[src/rtl/cordic_bus_bridge_if.sv]
// BusInterface: signal bundle between the host bus bridge and the CORDIC core.
//   bus  modport : bridge side; drives operands, control image, clk and rst,
//                  samples results, controller write-back and interrupt.
//   core modport : CORDIC side, the mirror image of the bus modport.
// Parameter p_WIDTH sets the width of every operand/result/control bus.
interface BusInterface #(
  parameter int p_WIDTH = 32
);
  logic               clk;
  logic               rst;
  logic [p_WIDTH-1:0] xInput;
  logic [p_WIDTH-1:0] yInput;
  logic [p_WIDTH-1:0] zInput;
  logic [p_WIDTH-1:0] controlRegisterInput;
  logic [p_WIDTH-1:0] xResult;
  logic [p_WIDTH-1:0] yResult;
  logic [p_WIDTH-1:0] zResult;
  logic [p_WIDTH-1:0] controlRegisterOutput;
  logic               controlRegisterWriteEnable;
  logic               interrupt;

  modport bus (
    output xInput, yInput, zInput, controlRegisterInput, clk, rst,
    input  xResult, yResult, zResult, controlRegisterOutput,
           controlRegisterWriteEnable, interrupt
  );

  modport core (
    input  xInput, yInput, zInput, controlRegisterInput, clk, rst,
    output xResult, yResult, zResult, controlRegisterOutput,
           controlRegisterWriteEnable, interrupt
  );
endinterface

[src/rtl/cordic_bus_bridge.sv]
// cordic_bus_bridge: valid/ready host bus to CORDIC register bridge.
//   Word map: 0 X, 1 Y, 2 Z, 3 CTRL, 4 IRQSTAT, 5-7 unmapped (error response).
// Ports:
//   clk, rst            clock and asynchronous active-low reset (forwarded to the core)
//   req_valid/req_ready request handshake; req_write, req_addr[2:0], req_wdata
//   resp_valid/resp_ready response handshake; resp_rdata, resp_err
//   irq                 level interrupt, mirrors the pending flag
//   cordic              BusInterface.bus towards the CORDIC core
// p_WIDTH must exceed 16: the CTRL image splits at bit 16 between host-owned
// low bits and controller-owned high bits.
module cordic_bus_bridge #(
  parameter int p_WIDTH = 32
) (
  input  logic               clk,
  input  logic               rst,
  input  logic               req_valid,
  output logic               req_ready,
  input  logic               req_write,
  input  logic [2:0]         req_addr,
  input  logic [p_WIDTH-1:0] req_wdata,
  output logic               resp_valid,
  input  logic               resp_ready,
  output logic [p_WIDTH-1:0] resp_rdata,
  output logic               resp_err,
  output logic               irq,
  BusInterface.bus           cordic
);

  localparam logic [2:0] ADDR_X    = 3'd0;
  localparam logic [2:0] ADDR_Y    = 3'd1;
  localparam logic [2:0] ADDR_Z    = 3'd2;
  localparam logic [2:0] ADDR_CTRL = 3'd3;
  localparam logic [2:0] ADDR_IRQ  = 3'd4;

  typedef enum logic {IDLE, RESP} state_t;

  state_t             state, state_nxt;
  logic               accept;
  logic               addr_err;
  logic               wr_x, wr_y, wr_z, wr_ctrl, irq_clr;
  logic [p_WIDTH-1:0] rd_data;
  logic [p_WIDTH-1:0] x_hold, y_hold, z_hold;
  logic [p_WIDTH-1:0] ctrl_img;
  logic [1:0]         ctrl_pulse;
  logic               int_d;
  logic               int_rise;
  logic               irq_pending;
  logic               unused_ctrl_bits;

  // Clock and reset pass straight through to the core.
  assign cordic.clk = clk;
  assign cordic.rst = rst;

  // Acceptance depends only on the registered state, so there is no
  // combinational path from req_valid back into req_ready.
  assign accept   = req_valid && (state == IDLE);
  assign addr_err = (req_addr > ADDR_IRQ);
  assign wr_x     = accept && req_write && (req_addr == ADDR_X);
  assign wr_y     = accept && req_write && (req_addr == ADDR_Y);
  assign wr_z     = accept && req_write && (req_addr == ADDR_Z);
  assign wr_ctrl  = accept && req_write && (req_addr == ADDR_CTRL);
  assign irq_clr  = accept && req_write && (req_addr == ADDR_IRQ) && req_wdata[0];
  assign int_rise = cordic.interrupt && !int_d;

  // Start/Stop only ever live in the pulse register; the image keeps them at 0.
  assign cordic.controlRegisterInput = ctrl_img | {{(p_WIDTH-2){1'b0}}, ctrl_pulse};
  assign cordic.xInput = x_hold;
  assign cordic.yInput = y_hold;
  assign cordic.zInput = z_hold;
  assign irq           = irq_pending;

  // The controller never writes the pulse bits back into the image.
  assign unused_ctrl_bits = ^cordic.controlRegisterOutput[1:0];

  // Transaction state register.
  always_ff @(posedge clk or negedge rst) begin
    if (!rst) state <= IDLE;
    else      state <= state_nxt;
  end

  // Next state and handshake outputs: one transaction outstanding at a time.
  always_comb begin
    state_nxt  = state;
    req_ready  = 1'b0;
    resp_valid = 1'b0;
    case (state)
      IDLE: begin
        req_ready = 1'b1;
        if (req_valid) state_nxt = RESP;
      end
      RESP: begin
        resp_valid = 1'b1;
        if (resp_ready) state_nxt = IDLE;
      end
      default: state_nxt = IDLE;
    endcase
  end

  // Read mux; unmapped addresses fall through to zero.
  always_comb begin
    rd_data = '0;
    case (req_addr)
      ADDR_X:    rd_data = cordic.xResult;
      ADDR_Y:    rd_data = cordic.yResult;
      ADDR_Z:    rd_data = cordic.zResult;
      ADDR_CTRL: rd_data = ctrl_img;
      ADDR_IRQ:  rd_data = {{(p_WIDTH-1){1'b0}}, irq_pending};
      default:   rd_data = '0;
    endcase
  end

  // Response payload is captured at acceptance and held through RESP.
  always_ff @(posedge clk or negedge rst) begin
    if (!rst) begin
      resp_rdata <= '0;
      resp_err   <= 1'b0;
    end else if (accept) begin
      resp_rdata <= req_write ? '0 : rd_data;
      resp_err   <= addr_err;
    end
  end

  // Operand hold registers.
  always_ff @(posedge clk or negedge rst) begin
    if (!rst) begin
      x_hold <= '0;
      y_hold <= '0;
      z_hold <= '0;
    end else begin
      if (wr_x) x_hold <= req_wdata;
      if (wr_y) y_hold <= req_wdata;
      if (wr_z) z_hold <= req_wdata;
    end
  end

  // CTRL image: the controller owns the upper half, the host has priority
  // on bits [15:2] when both write in the same cycle.
  always_ff @(posedge clk or negedge rst) begin
    if (!rst) begin
      ctrl_img <= '0;
    end else begin
      if (cordic.controlRegisterWriteEnable)
        ctrl_img[p_WIDTH-1:16] <= cordic.controlRegisterOutput[p_WIDTH-1:16];
      if (wr_ctrl)
        ctrl_img[15:2] <= req_wdata[15:2];
      else if (cordic.controlRegisterWriteEnable)
        ctrl_img[15:2] <= cordic.controlRegisterOutput[15:2];
    end
  end

  // Start/Stop pulses last exactly the cycle after the accepting edge.
  always_ff @(posedge clk or negedge rst) begin
    if (!rst) ctrl_pulse <= 2'b00;
    else      ctrl_pulse <= wr_ctrl ? req_wdata[1:0] : 2'b00;
  end

  // Interrupt edge detect; a new edge beats a simultaneous host clear.
  always_ff @(posedge clk or negedge rst) begin
    if (!rst) begin
      int_d       <= 1'b0;
      irq_pending <= 1'b0;
    end else begin
      int_d <= cordic.interrupt;
      if (int_rise)     irq_pending <= 1'b1;
      else if (irq_clr) irq_pending <= 1'b0;
    end
  end

endmodule

[src/flat_wrapper.sv]
// flat-port wrapper written by rule: the top's interface ports become plain ports
module cordic_bus_bridge_flat 
#(
  parameter int p_WIDTH = 32
)
  (clk, rst, req_valid, req_ready, req_write, req_addr, req_wdata, resp_valid, resp_ready, resp_rdata, resp_err, irq, cordic_xInput, cordic_yInput, cordic_zInput, cordic_controlRegisterInput, cordic_clk, cordic_rst, cordic_xResult, cordic_yResult, cordic_zResult, cordic_controlRegisterOutput, cordic_controlRegisterWriteEnable, cordic_interrupt);
  BusInterface #(.p_WIDTH(p_WIDTH)) cordic_i ();
  input  logic clk;
  input  logic rst;
  input  logic req_valid;
  output logic req_ready;
  input  logic req_write;
  input  logic [2:0] req_addr;
  input  logic [p_WIDTH-1:0] req_wdata;
  output logic resp_valid;
  input  logic resp_ready;
  output logic [p_WIDTH-1:0] resp_rdata;
  output logic resp_err;
  output logic irq;
  output wire logic [$bits(cordic_i.xInput)-1:0] cordic_xInput;
  output wire logic [$bits(cordic_i.yInput)-1:0] cordic_yInput;
  output wire logic [$bits(cordic_i.zInput)-1:0] cordic_zInput;
  output wire logic [$bits(cordic_i.controlRegisterInput)-1:0] cordic_controlRegisterInput;
  output wire logic [$bits(cordic_i.clk)-1:0] cordic_clk;
  output wire logic [$bits(cordic_i.rst)-1:0] cordic_rst;
  input wire logic [$bits(cordic_i.xResult)-1:0] cordic_xResult;
  input wire logic [$bits(cordic_i.yResult)-1:0] cordic_yResult;
  input wire logic [$bits(cordic_i.zResult)-1:0] cordic_zResult;
  input wire logic [$bits(cordic_i.controlRegisterOutput)-1:0] cordic_controlRegisterOutput;
  input wire logic [$bits(cordic_i.controlRegisterWriteEnable)-1:0] cordic_controlRegisterWriteEnable;
  input wire logic [$bits(cordic_i.interrupt)-1:0] cordic_interrupt;
  assign cordic_xInput = cordic_i.xInput;
  assign cordic_yInput = cordic_i.yInput;
  assign cordic_zInput = cordic_i.zInput;
  assign cordic_controlRegisterInput = cordic_i.controlRegisterInput;
  assign cordic_clk = cordic_i.clk;
  assign cordic_rst = cordic_i.rst;
  assign cordic_i.xResult = cordic_xResult;
  assign cordic_i.yResult = cordic_yResult;
  assign cordic_i.zResult = cordic_zResult;
  assign cordic_i.controlRegisterOutput = cordic_controlRegisterOutput;
  assign cordic_i.controlRegisterWriteEnable = cordic_controlRegisterWriteEnable;
  assign cordic_i.interrupt = cordic_interrupt;
  cordic_bus_bridge #(.p_WIDTH(p_WIDTH)) u_core (.clk(clk), .rst(rst), .req_valid(req_valid), .req_ready(req_ready), .req_write(req_write), .req_addr(req_addr), .req_wdata(req_wdata), .resp_valid(resp_valid), .resp_ready(resp_ready), .resp_rdata(resp_rdata), .resp_err(resp_err), .irq(irq), .cordic(cordic_i));
endmodule
[config.mk]
export PLATFORM = sky130hd
export DESIGN_NAME = cordic_bus_bridge_flat
export DESIGN_NICKNAME = d
export VERILOG_FILES = /design/src/rtl/cordic_bus_bridge_if.sv /design/src/rtl/cordic_bus_bridge.sv /design/src/flat_wrapper.sv
export SDC_FILE = /design/constraint.sdc
export NUM_CORES = 1
export LEC_CHECK = 0
export ABC_AREA = 1
export BUFFER_PORTS_ARGS = -buffer_cell sky130_fd_sc_hd__buf_4
export CAP_MARGIN = 15
export CORE_MARGIN = 10
export CORE_UTILIZATION = 40
export DETAILED_ROUTE_END_ITERATION = 8
export GPL_ROUTABILITY_DRIVEN = 0
export PLACE_DENSITY_LB_ADDON = 0.12
export SLEW_MARGIN = 30
export SYNTH_ARGS = -nofsm -noshare
export SYNTH_HDL_FRONTEND = slang
export SYNTH_SLANG_ARGS = --single-unit
[constraint.sdc]
create_clock -name clk -period 3.7 [get_ports clk]
set_input_delay 0.74 -clock clk [delete_from_list [all_inputs] [get_ports clk]]
set_output_delay 0.74 -clock clk [all_outputs]
set_load 0.05 [all_outputs]
# --- Word level (Yosys, flattened, before mapping) ---
# Cells that the tools add are included.
# Widths: inputs -> output; s select.
op_classes:
  eq_ne: 4
  bitwise_logic: 2
  reduce_logical: 13
  n_lt_le_gt_ge: 1
  mux: 12
ops:
  columns: ["op", "n"]
  rows:
  - ["$pmux 32 s5", 1]
  - ["$mux 32", 1]
  - ["$or 32x2->32", 1]
  - ["$mux 14", 2]
  - ["$logic_and 1x1->1", 9]
  - ["$eq 3x2->1 const B", 2]
  - ["$mux 1", 6]
  - ["$reduce_bool 2->1", 2]
  - ["$eq 3x1->1 const B", 1]
  - ["$eq 3x3->1 const B", 1]
  - ["$gt 3x3->1 const B", 1]
  - ["$logic_not 3->1", 1]
  - ["$mux 2", 1]
  - ["$pmux 1 s2", 1]
  - ["$logic_not 1->1", 1]
  - ["$not 1->1", 1]
totals:
  regBits: 164
  wordCells: 43
  output_inout_bits: 166
  inputBits: 170

# --- Depth between registers and ports, before layout ---
depth:
  depth_word: 7
  mapped_depth: 9
  depth_no_buf: 7

==> flow_summary.yaml <==
status:
  status: "finished, final reports clean"
worst_setup_path:
  crit_path_start_kind: "clock port"
  cp_max_fo: 2
  worstPathArrival_ps: 2280
  critical_path_required_ps: 2960
  crit_start: "clk"
  critPathKind: "clk2out"
  cp-end-kind: "output port"
  rr_startpoint: "u_core.state"
floorplanning:
  fp.coreArea_um2: 18600
  die_h_um: 157
  fp.dieW_um: 157
  placementRows: 50
  die_area_um2: 24700
  start_util_pct: 40.5
  pin_count: 336
routing:
  routed_via_density: 4.71
  dr.pass1.iters: 5
  drtIter0Drc: 440
  vias: 7243
  drt-wirelength-per-cell_um: 17.6
  route.detailed.drc: 0
  ant_nets: 0
  routed_wl_um: 27000
clocking:
  cts_tree: "done"
  cts_resized: 0
  post-cts-setup-buffer-count: 0
  insertion_delay_ps: 530
  clk_pin_slew_ps: 70
  hold_buffers: 0
grt:
  grt_pass1_vias: 7129
  track_usage_pct: 21.2
  grt_max_degree: 65
  antenna_found_initial: 1
  grt_pass1_wl_um: 40600
  grt.overflow.total: 0
timing:
  hold_ws_ps: 99.6
  finalHoldViolCount: 0
  timing.final.ws_setup_ps: 684
  skew_ps: 5.22
  rsz0062_at_grt: "no"
  tns_ps: 0
  slew_headroom_pct: 56.1
  final_max_slew_viol_count: 0
  final-setup-viol-count: 0
  worst_pin_slew_ps: 656
place:
  dpl_cell_area_um2: 10100
  preCtsSetupSlack_ps: 943
  io_buffers: 331
  dp_hpwl_um: 20100
synthesis:
  syn-cell-area_um2: 7540
  ys_ff_latch: 162
  synth-warning-count: 2
  synth-seq-area-share_pct: 53.7
  synth_cell_type_count: 20
  postSynthCellCount: 983
  avgSynthCellArea_um2: 7.67
worst_hold_path:
  hold_path.class: "in2async"
power:
  total_power_w: 0.00674
  p_leak_nw: 6.14
  max-vdd-ir-drop_uv: 515
  powerDensity_nw_per_um2: 621
finish:
  drive_above_1_share_pct: 30.2
  stdcell_area_um2: 10900
  nets: 1461
  areaGrowthSynthToFinish_pct: 43.9
run:
  cap_violations: 0
==> Yosys cell counts <==
master	number	area (µm²)
o21ai_1	82	410
o21ai_0	44	220
nor2_1	93	349
inv_2	4	15.0
buf_2	37	185
nor2_4	1	11.3
nand3_1	50	250
clkinv_1	29	109
nand2_1	313	1170
nand2_2	3	18.8
nor3_2	2	20.0
nor3_1	2	10.0
dfrtp_1	162	4050
nor2_2	3	18.8
buf_1	5	18.8
inv_1	102	383
conb_1	1	3.75
buf_4	6	45.0
clkbuf_1	12	45.0
nand4_1	32	200
==> routing by layer <==
| layer | vias to the layer above | GRT usage (%) | wire, µm |
|---|---|---|---|
| met1 | 3302 | 25.5 | 10900 |
| li1 | 3649 | - | - |
| met3 | 28 | 8.05 | 2670 |
| met4 | 0 | 8.19 | 595 |
| met2 | 264 | 33.6 | 12800 |
| met5 | - | 0 | 0 |
==> sequential cells by signal (all words and copies together) (netlist names) <==
signal,flops
u_core.ctrl_img,30
u_core.irq,1
u_core.state,1
u_core.resp_err,1
u_core.cordic.yInput,32
u_core.cordic.zInput,32
u_core.resp_rdata,32
u_core.cordic.xInput,32
u_core.int_d,1
==> kinds of logic (layout without fill, tap and decap cells) <==
kind of cell	Yosys count	in the layout	synth area share, %
other	1	3	0.0497
AOI/OAI and AO/OA	126	126	8.36
buffers and inverters	195	515	10.6
DFF	162	162	53.7
and+or+nand+nor	499	499	27.2
==> cell usage in the layout (no fill, tap or decap), types with 2 or more instances in the layout <==
master     netlist  routed
buf_4            6     344
bufinv_16        0       3
clkbuf_16        0      20
clkinv_1        29      29
conb_1           1       2
dfrtp_1        162     162
inv_1          102     102
inv_2            4       4
inv_6            0       6
inv_8            0       2
nand2_1        313     312
nand2_2          3       4
nand3_1         50      50
nand4_1         32      32
nor2_1          93      93
nor2_2           3       3
nor3_1           2       2
o21ai_0         44      44
o21ai_1         82      82
==> path summary, 6_finish.rpt <==
check / endpoint / slack, ps / cells past startpoint
setup reg to reg: u_core.cordic.yInput[14] / 1860 / 7
max in group asynchronous: u_core.resp_rdata[25] / 2610 / 2
min in group clk: u_core.int_d / 330 / 1
hold reg to reg: u_core.resp_rdata[30] / 480 / 2
setup / recovery: cordic_clk / 680 / 3
hold / removal: u_core.resp_rdata[9] / 100 / 1
==> through the flow <==
stage,utilization [%],cells
2_1_floorplan,-,984
3_3_place_gp,54.4,1503
3_5_place_dp,54.4,1503
4_1_cts,58.2,1538
5_1_grt,58.2,1538
6_report,58.2,1539
==> cell type report <==
class	instances	area, µm²
antenna	1	2.50
multi-input combinational	627	2700
clock inverter	14	186
inverter	135	507
tap	234	293
fill	1767	7790
timing repair buffer	344	2590
clock buffer	22	522
sequential	162	4050
==> worst max-delay path: stages <==
cell	delay, ps
clkbuf_16	120
clkbuf_16	130
buf_4	180
==> power by group <==
group          leakage [nW]  internal (W)  total (W)  switching (W)
Sequential             2.09       0.00208    0.00226       0.000177
Combinational          3.71      0.000694    0.00238        0.00169
Clock                 0.348       0.00126    0.00210       0.000847
(Power assumes the default switching activity.)
